**src/rtl/nibble_packer.sv**
```systemverilog
// nibble_packer: packs a stream of 4-bit nibbles into 16-bit words with flush of partial words.
// A full word can wait in the accumulator while the output register is stalled.
module nibble_packer #(
    parameter bit MSB_FIRST = 1'b1
) (
    input  logic        clk,
    input  logic        reset,
    input  logic        inValid,
    input  logic [3:0]  inData,
    output logic        inReady,
    input  logic        flush,
    output logic        outValid,
    output logic [15:0] outData,
    output logic [2:0]  outCount,
    input  logic        outReady
);
    logic [15:0] acc_q, acc_d, acc_a, out_data_q, out_data_d;
    logic [2:0]  cnt_q, cnt_d, cnt_a, out_count_q, out_count_d;
    logic        pend_q, pend_d, out_valid_q, out_valid_d;
    logic        accept, out_free, want;
    logic [3:0]  sh;
    always_comb begin
        inReady     = (cnt_q != 3'd4) && !pend_q;
        accept      = inValid && inReady;
        out_free    = !out_valid_q || outReady;
        // Unused slots stay zero, so OR-ing the new nibble in yields zero padding for free
        sh          = MSB_FIRST ? {~cnt_q[1:0], 2'b00} : {cnt_q[1:0], 2'b00};
        acc_a       = accept ? (acc_q | ({12'b0, inData} << sh)) : acc_q;
        cnt_a       = cnt_q + {2'b00, accept};
        want        = (cnt_a == 3'd4) || ((flush || pend_q) && (cnt_a != 3'd0));
        acc_d       = acc_a;
        cnt_d       = cnt_a;
        pend_d      = pend_q;
        out_data_d  = out_data_q;
        out_count_d = out_count_q;
        out_valid_d = out_valid_q;
        if (want && out_free) begin
            acc_d       = '0;
            cnt_d       = '0;
            pend_d      = 1'b0;
            out_data_d  = acc_a;
            out_count_d = cnt_a;
            out_valid_d = 1'b1;
        end else begin
            pend_d = pend_q || (want && (cnt_a != 3'd4));
            if (out_valid_q && outReady) begin
                out_data_d  = '0;
                out_count_d = '0;
                out_valid_d = 1'b0;
            end
        end
    end
    always_ff @(posedge clk) begin
        if (reset) begin
            acc_q       <= '0;
            cnt_q       <= '0;
            pend_q      <= 1'b0;
            out_data_q  <= '0;
            out_count_q <= '0;
            out_valid_q <= 1'b0;
        end else begin
            acc_q       <= acc_d;
            cnt_q       <= cnt_d;
            pend_q      <= pend_d;
            out_data_q  <= out_data_d;
            out_count_q <= out_count_d;
            out_valid_q <= out_valid_d;
        end
    end
    assign outValid = out_valid_q;
    assign outData  = out_data_q;
    assign outCount = out_count_q;
endmodule

```
**config.mk**
```make
export PLATFORM = sky130hd
export DESIGN_NAME = nibble_packer
export DESIGN_NICKNAME = d
export VERILOG_FILES = /design/src/rtl/nibble_packer.sv
export SDC_FILE = /design/constraint.sdc
export NUM_CORES = 1
export LEC_CHECK = 0
export ABC_AREA = 1
export CAP_MARGIN = 20
export CORE_AREA = 2 2 79 81
export DETAILED_ROUTE_END_ITERATION = 10
export DIE_AREA = 0 0 81 83
export HOLD_SLACK_MARGIN = 0.03
export PLACE_DENSITY = 0.52
export SLEW_MARGIN = 25
export SYNTH_ARGS = -nofsm -noshare
export SYNTH_HDL_FRONTEND = slang
export SYNTH_SLANG_ARGS = --single-unit
```
**constraint.sdc**
```tcl
create_clock -name clk -period 2.2 [get_ports clk]
set_clock_uncertainty 0.15 [all_clocks]
set_input_delay 0.44 -clock clk [delete_from_list [all_inputs] [get_ports clk]]
set_output_delay 0.44 -clock clk [all_outputs]
set_load 0.05 [all_outputs]
```
---- After elaboration in Yosys (flattened, before gate mapping) ----
Index checks and enable logic that the tools add are counted.
storage, ports and cells
  bits in registers ....................... 40
  latch bits .............................. 0
  bits in writable memories ............... 0
  ROM bits ................................ 0
  bits of input ports ..................... 9
  output and inout port bits .............. 21
  word-level logic and storage cells ...... 35
  memories kept ........................... 0
cells by class
  add/subtract/negate cells ............... 1
  $mul .................................... 0
  div/mod/pow operators ................... 0
  magnitude comparators ................... 0
  eq/ne operators ......................... 3
  shift operators ......................... 1
  muxes and demuxes ....................... 7
  bitwise logic cells ..................... 2
  reductions and logical operators ........ 15
operator list
  cell                                           count
  16-bit 2-to-1 mux                              3
  16-bit OR                                      1
  4-bit by 4-bit left shift with 16-bit output   1
  1-bit logical AND                              6
  3-bit 2-to-1 mux                               2
  3-bit inequality test (second input constant)  2
  1-bit logical OR                               4
  3-bit by 1-bit adder with 3-bit output         1
  3-bit == test (second input constant)          1
  3-bit nonzero test                             1
  1-bit logical NOT                              2
  1-bit 2-to-1 mux                               2
  2-bit NOT                                      1
  2-bit nonzero test                             1
  2-bit OR reduction                             1

---- Depth between registers and ports, before layout ----
Gate-level depths: netlist of run 1.
  word-level depth ........................ 9
  mapped depth ............................ 15

---- Least setup slack after synthesis of run 1 ----
No wires, ideal clock.
  path kind ............................... reg-to-reg
  start point ............................. register cnt_q[1]
  end point ............................... register cnt_q[2]
  setup time .............................. 0.118 ns
  arrival time ............................ 2.565 ns
  required time ........................... 1.932 ns
  setup slack ............................. -0.633 ns
  cell stages (with the launch flop) ...... 16
  cell sequence ........................... dfxtp_1 buf_4 nor2_1 a21oi_1 nand2_1 inv_1 ha_1 ha_1 nor2_1 inv_1 nand2_1 nand3_2 buf_6 nand2_4 buf_6 a21oi_1
between the ends
  longest elaborated chain between the ends .. 9
  elaborated cells between the ends (all ways) .. 10
  classes of those cells .................. add/sub (1); eq/ne (2); reduce/logical (7)
ends and longest elaborated chain
  element                                     line  text
  start: declaration                          18    logic [2:0] cnt_q, cnt_d, cnt_a, out_count_q, out_count_d;
  start signal: assignment                    63    cnt_q <= cnt_d;
  3-bit inequality test (*)                   23    inReady = (cnt_q != 3'd4) && !pend_q;
  1-bit logical AND (*)                       23
  net inReady                                 10    output logic inReady,
  1-bit logical AND (*)                       24    accept = inValid && inReady;
  3-bit by 1-bit adder with 3-bit output (*)  29    cnt_a = cnt_q + {2'b00, accept};
  net cnt_a[1]                                18
  3-bit nonzero test                          30    want = (cnt_a == 3'd4) || ((flush || pend_q) && (cnt_a != 3'd0));
  1-bit logical AND                           30
  1-bit logical OR (*)                        30
  1-bit logical AND (*)                       37    if (want && out_free) begin
  2-bit OR reduction (no source line) (*)     n/a
Mark *: on every way through the listed nets, which the timed path passes. The rest lies on a longest branch.
A chain may end at the register's enable or synchronous reset.

---- Final worst setup path of run 1 ----
  start point ............................. register cnt_q[1]
  end point ............................... register out_data_q[5] (netlist: outData[5])
between the ends
  longest elaborated chain between the ends .. 9
  elaborated cells between the ends (all ways) .. 15
  classes of those cells .................. add/sub (1); eq/ne (2); shift (1); mux (2); bitwise (2); reduce/logical (7)
ends and longest elaborated chain
  element                                                  line  text
  3-bit inequality test                                    23
  1-bit logical AND                                        23
  1-bit logical AND                                        24
  3-bit by 1-bit adder with 3-bit output (*)               29
  net cnt_a[1]                                             18
  3-bit nonzero test                                       30
  1-bit logical AND                                        30
  1-bit logical OR (*)                                     30
  1-bit logical AND (*)                                    37
  16-bit 2-to-1 mux or 2-bit nonzero test (tied branches)  n/a
  end signal: assignment                                   65    out_data_q <= out_data_d;
  end: declaration                                         17    logic [15:0] acc_q, acc_d, acc_a, out_data_q, out_data_d;
Marked as above.

==> results.md, run 1 <==
* RSZ-0062 raised after global routing: yes
* Pint at 1.94 mW
* Lkg Pwr at 0.983 nW
* CP peak stage delay at 340 ps
* Final Cycle Share at 0.959
* Mux share of post-synthesis cell area at 0
* Min Tclk post-route at 2110 ps
* CTS Buf Count at 5
* Data arrival, critical path at 2180 ps
* Post-synthesis simple-gate area fraction at 0.288
* Post-detail-place hpwl at 2.98 mm
* Final Setup Violations at 0
* Routed wire length at 4.19 mm
* Post-Syn Instances at 236
* DRT iter0 DRCs at 132
* Setup crit end kind: register
* Die footprint at 6720 µm²
* Syn. warnings at 0
* Post-synthesis sequential area ratio at 0.463
* VDD IR max at 0.572 mV
* Number of vias per cell at 4.51
* Layout cells sized above 1 at 0.170
* Max Cap Viol at 0
* Fmax at 474 MHz
* Longest Clk Path Bufs at 2
* Grt ovf at 0
* Root buffer cell: clkbuf_8
* FF+latch area at 803 µm²
* Max Slew Vio Count at 0
* Vias at 1609
* Synth Area in XOR/XNOR at 0
* Placed cells at 342
* Clock network power share at 0.185
* Area Overhead vs Synth at 40.9%
* Layout fillers at 626
* Io pins at 30
* Non-filler cells, final at 357
* Largest family of logic cells by synthesized area: simple AND/OR/NAND/NOR gates
* Fin worst setup slack at 90.7 ps
* Reg power frac at 0.278
* Total Routing Usage GR at 0.134
* Die X at 81 µm
* Post-Syn Area at 1730 µm²
* Crit path cell chain: nor2_4, a21oi_4, nand2_1, inv_1, ha_4, ha_4, nor2_4, inv_2, nand2_2, nand3_4, inv_4, bufbuf_16, nand2_1, a21oi_1
* Dpl ws at -364 ps
* DRC Markers at 0
* Switching power at 1.25 mW
* CP required at 2270 ps
* Gate power share at 0.538
* Worst-Skew Late Latency at 290 ps
* Post-synth cell types at 16
* Fin nets at 292
* Crit path kind: reg -> reg
* Floorplan core area at 5820 µm²
* First-pass GRT wire length at 7.07 mm
* Synth Area in Adders at 0.0145
* Vias in the first global route at 1486
* Flops & latches, synth at 40
* Synth Area per Inst at 7.33 µm²
* Sw Ratio at 0.392
* Hold WC Path Type: reg -> reg
* Multi-input logic area at 805 µm²
* Relative slew slack at 0.664
* Slew @ Worst Pin at 502 ps
* Antenna cells at 0
* Site Rows at 28
* Pwr per Cell Area at 1310 nW/µm²
* Detailed-route wire length per cell at 11.7 µm
* Synthesized net count at 247
* Drt first pass iters at 4
* Die Y at 83 µm
* Post-synth top area cell: dfxtp_1
* Share of the synthesized area in the top cell type at 0.463
* Crit path max-delay cell type: dfxtp_2
* Routability Congestion at 0.790
* Antenna violations before repair at 0
* CTS Sinks at 40
* Status: finished clean
* Hold_buf cts at 0
* Remaining antenna violation count after routing at 0
* Reg clk slew, reported paths at 80 ps
* Effective utilization at floorplan at 0.298
* Pin count of the biggest net entering global routing at 21
* Buffers on Ports at 29
* Final Hold Fails at 0
* CTS tree: yes
* Total power at 3.19 mW
* Area contributors post-synth: dfxtp_1 46%, a21oi_1 11%, nand2_1 11%
* Setup crit start kind: register
* H-tree depth at 2
* Compound-gate portion of the synthesized area at 0.113
* Worst-path maximum fanout at 8
## through the flow
step / setup TNS, ps / util / cell area (µm²) / hold slack (ps)
after CTS: 0 / 0.409 / 2380 / 306
after detailed placement: -13530 / 0.375 / 2180 / 294
after global routing: -87.1 / 0.419 / 2440 / 329
final: 0 / 0.419 / 2440 / 302
after global placement: -12470 / 0.375 / 2180 / 290
after floorplan: -2750 / - / 1760 / 279
## routing by layer
layer	GRT usage	vias up	wire length, µm
li1	-	851	-
met1	0.180	734	2030
met2	0.213	21	2030
met3	0.0348	3	107
met4	0.0324	0	24
met5	0	-	0
## synth_stat cells
library cell and count:
dfxtp_1 40, nand2_4 1, ha_1 2, nor2_1 23, nand3_1 20, nand3_2 1, buf_2 4, buf_4 3
nand2_1 49, clkbuf_1 3, buf_6 4, inv_1 30, nand2_2 1, nand4_1 16, o21ai_0 1, a21oi_1 38
## cells in the final DEF (no fill, tap or decap)
master and count:
o21ai_1 1, ha_4 2, clkdlybuf4s50_1 27, dfxtp_1 38
inv_4 1, bufinv_16 1, nand3_1 19, nand2_8 1
bufbuf_16 1, clkbuf_1 1, a21oi_2 3, clkinv_2 1
nor2_1 21, nand2_2 2, nand4_1 16, nor2_4 2
clkbuf_8 5, inv_2 1, nand3_2 1, buf_6 1
nand3_4 1, a21oi_1 34, nand2_1 48, inv_1 28
dfxtp_2 2, dlygate4sd2_1 1, buf_4 20, buf_12 2
a21oi_4 1
## power groups by stage
stage	Combinational (mW)	Sequential [mW]	Clock (mW)
after floorplan	0.754	1.08	0
after global placement	1.35	0.901	0
final	1.71	0.885	0.590
after global routing	1.86	0.896	0.640
after CTS	1.62	0.886	0.604
after detailed placement	1.36	0.901	0
## layout make-up
type / instances / area share
Clock inverter: 2 / 0.0144
Sequential cell: 40 / 0.330
Clock buffer: 6 / 0.0298
Timing Repair Buffer: 52 / 0.210
Multi-Input combinational cell: 152 / 0.330
Inverter: 30 / 0.0472
Tap cell: 75 / 0.0385
## repair_timing
| action | 4_1_cts | 5_1_grt |
|---|---|---|
| setup buffers | 4 | 2 |
| cloned | 1 | 0 |
| pin swaps | 1 | 2 |
| endpoints found under the setup margin | 39 | 38 |
| resized for setup | 6 | 11 |
## critical path: cells and delay by family, from the launching register on
kind / cells / cell delay (ps)
simple gates: 6 / 530
flops: 1 / 340
fa+ha+maj: 2 / 400
buf+inv: 4 / 460
compound gates: 2 / 180
## final timing paths
path | start | endpoint | slack, ps | cells after the start
setup / recovery | cnt_q[1] | outData[5] | 90 | 14
hold reg to reg | acc_q[0] | acc_q[0] | 300 | 2
hold / removal | acc_q[0] | acc_q[0] | 300 | 2
setup reg to reg | cnt_q[1] | outData[5] | 90 | 14
## sequential cells by signal (all words and copies together), names as in the netlist
name / count
cnt_q: 3
acc_q: 16
pend_q: 1
outCount: 3
outData: 16
outValid: 1
## cell families after synthesis
kind of cell | Yosys count
AO/OA/AOI/OAI | 39
adder cells (fa/ha/maj) | 2
buffers and inverters | 44
flip-flops | 40
AND/OR/NAND/NOR | 111
No activity file was read; power rests on OpenSTA's default activity.
==> run 2, diff against run 1 <==
--- a/config.mk
+++ b/config.mk
@@ -7,11 +7,11 @@
 export LEC_CHECK = 0
 export ABC_AREA = 1
 export CAP_MARGIN = 20
-export CORE_AREA = 2 2 79 81
+export CORE_AREA = 2 2 65 67
 export DETAILED_ROUTE_END_ITERATION = 10
-export DIE_AREA = 0 0 81 83
+export DIE_AREA = 0 0 67 69
 export HOLD_SLACK_MARGIN = 0.03
-export PLACE_DENSITY = 0.52
+export PLACE_DENSITY = 0.71
 export SLEW_MARGIN = 25
 export SYNTH_ARGS = -nofsm -noshare
 export SYNTH_HDL_FRONTEND = slang
==> run 2 against run 1 <==
Final cell count shrank 9.2%. Critical path depth shrank 13. Combinational power shrank 15%. Critical path type is now reg -> out. Highest routed layer unchanged.
==> results.md, run 2 (synthesis results as in run 1) <==
* Status: finished clean (unchanged)
* Die X at 67 µm (was 81 µm)
* Crit path kind: reg -> out (was reg -> reg)
* Post-detail-place hpwl at 2.77 mm (was 2.98 mm)
* Number of vias per cell at 4.94 (was 4.51)
* Total Routing Usage GR at 0.178 (was 0.134)
* Detailed-route wire length per cell at 11.8 µm (was 11.7 µm)
* Antenna cells at 0 (unchanged)
* Die footprint at 4620 µm² (was 6720 µm²)
* Buffers on Ports at 29 (unchanged)
* Io pins at 30 (unchanged)
* Longest Clk Path Bufs at 2 (unchanged)
* H-tree depth at 2 (unchanged)
* CP required at 1610 ps (was 2270 ps)
* Hold WC Path Type: reg -> reg (unchanged)
* Setup crit start kind: register (unchanged)
* Setup crit end kind: primary output (was register)
* Vias at 1599 (was 1609)
* Worst-Skew Late Latency at 290 ps (about the same)
* Fin Hold WS at 302 ps (about the same)
* Min Tclk post-route at 2050 ps (was 2110 ps)
* RSZ-0062 raised after global routing: no (was yes)
* Gate power share at 0.516 (was 0.538)
* Data arrival, critical path at 1460 ps (was 2180 ps)
* Pwr per Cell Area at 1230 nW/µm² (was 1310 nW/µm²)
* FF+latch area at 803 µm² (unchanged)
* Fmax at 487 MHz (was 474 MHz)
* Max Slew Vio Count at 0 (unchanged)
* Multi-input logic area at 788 µm² (was 805 µm²)
* Setup bufs post-CTS at 0 (was 4)
* Routability Congestion at 0.805 (was 0.790)
* Slew @ Worst Pin at 613 ps (was 502 ps)
* Worst-path maximum fanout at 2 (was 8)
* CP delay by family, top: buffers and inverters (was simple AND/OR/NAND/NOR gates)
* Routed wire length at 3.83 mm (was 4.19 mm)
* Final Hold Fails at 0 (unchanged)
* First-pass GRT wire length at 6.42 mm (was 7.07 mm)
* Buf/Inv on CP at 1 (was 4)
* Layout cells sized above 1 at 0.139 (was 0.170)
* DRT iter0 DRCs at 92 (was 132)
* Floorplan core area at 3910 µm² (was 5820 µm²)
* Die Y at 69 µm (was 83 µm)
* Final Cycle Share at 0.934 (was 0.959)
* CTS Buf Count at 5 (unchanged)
* Crit path cell chain: clkdlybuf4s50_1 (was nor2_4, a21oi_4, nand2_1, inv_1, ha_4, ha_4, nor2_4, inv_2, nand2_2, nand3_4, inv_4, bufbuf_16, nand2_1, a21oi_1)
* Fin nets at 284 (was 292)
* CTS tree: yes (unchanged)
* Drt first pass iters at 4 (unchanged)
* Hold_buf cts at 0 (unchanged)
* Clock network power share at 0.169 (was 0.185)
* Max Cap Viol at 0 (unchanged)
* VDD IR max at 0.700 mV (was 0.572 mV)
* Pint at 1.62 mW (was 1.94 mW)
* Crit path max-delay cell type: clkdlybuf4s50_1 (was dfxtp_2)
* Sw Ratio at 0.424 (was 0.392)
* CP peak stage delay at 820 ps (was 340 ps)
* Final Setup Violations at 0 (unchanged)
* Pin count of the biggest net entering global routing at 21 (unchanged)
* Effective utilization at floorplan at 0.442 (was 0.298)
* Root buffer cell: clkbuf_8 (unchanged)
* Switching power at 1.20 mW (was 1.25 mW)
* Antenna violations before repair at 0 (unchanged)
* Grt ovf at 0 (unchanged)
* Commonest non-fill, non-tap cells in the layout: 48 x nand2_1, 38 x dfxtp_1, 33 x a21oi_1, 29 x inv_1, 27 x clkdlybuf4s50_1 (was 48 x nand2_1, 38 x dfxtp_1, 34 x a21oi_1, 28 x inv_1, 27 x clkdlybuf4s50_1)
* Area Overhead vs Synth at 32.3% (was 40.9%)
* Lkg Pwr at 0.922 nW (was 0.983 nW)
* Reg clk slew, reported paths at 80 ps (about the same)
* Commonest non-fill, non-tap cell in the layout: nand2_1 (unchanged)
* Remaining antenna violation count after routing at 0 (unchanged)
* Vias in the first global route at 1461 (was 1486)
* Site Rows at 23 (was 28)
* CTS Sinks at 40 (unchanged)
* Reg power frac at 0.315 (was 0.278)
* Relative slew slack at 0.590 (was 0.664)
* DRC Markers at 0 (unchanged)
* Layout fillers at 385 (was 626)
* Total power at 2.82 mW (was 3.19 mW)
==> run 2: cell types whose count changed in the layout (fill, tap and decap cells not counted), sizes merged <==
cell,change
clkbuf,+1
bufinv,-1
buf,-7
bufbuf,-1
dlymetal6s2s,+1
dlygate4sd2,-1
==> run 2: area by class of cell <==
class                      count  share of cell area
multi-input combinational    152               0.344
timing repair buffer          44               0.190
clock inverter                 1             0.00383
clock buffer                   7              0.0333
tap                           50              0.0273
inverter                      30              0.0503
sequential                    40               0.351
==> run 2: what timing repair did <==
action                                  CTS  global route
pin swaps                                 0             2
cloned                                    0             1
endpoints found under the hold margin     0             0
gates resized for setup                   3            13
endpoints found under the setup margin   30            40
==> run 2: metal layers <==
layer,GRT usage,wire length [µm],up-vias
met5,0,0,-
met4,0.0408,38,0
met3,0.0538,122,6
met2,0.290,1880,25
met1,0.227,1790,734
li1,-,-,834
==> run 2: final timing paths <==
kind,slack (ps),end,depth (start not counted),start
hold / removal,300,acc_q[13],2,acc_q[13]
hold reg to reg,300,acc_q[13],2,acc_q[13]
setup / recovery,150,outCount[0],1,outCount[0]
setup reg to reg,200,acc_q[11],12,cnt_q[0]
==> run 2: power groups by stage <==
stage,clock network [mW],registers (mW),logic (mW)
after CTS,0.483,0.889,1.37
after floorplan,0,1.08,0.754
after detailed placement,0,0.903,1.32
final,0.477,0.889,1.46
after global placement,0,0.903,1.32
after global routing,0.527,0.898,1.58
==> run 2: per-stage QoR <==
step	setup TNS, ps	instance area, µm²	setup slack, ps	std cells	utilization
2_1_floorplan	-2750	1760	-81.0	236	-
3_3_place_gp	-10720	2130	-291	315	0.545
3_5_place_dp	-12390	2130	-361	315	0.545
4_1_cts	-9.81	2230	-9.81	323	0.570
5_1_grt	0	2290	8.56	324	0.585
6_report	0	2290	146	324	0.585
==> run 3, diff against run 2 <==
--- a/config.mk
+++ b/config.mk
@@ -8,6 +8,7 @@
 export ABC_AREA = 1
 export CAP_MARGIN = 20
 export CORE_AREA = 2 2 65 67
+export CTS_CLUSTER_SIZE = 25
 export DETAILED_ROUTE_END_ITERATION = 10
 export DIE_AREA = 0 0 67 69
 export HOLD_SLACK_MARGIN = 0.03
==> results of run 3 <==
The final DEF is identical to that of run 2; final timing and power are the same.
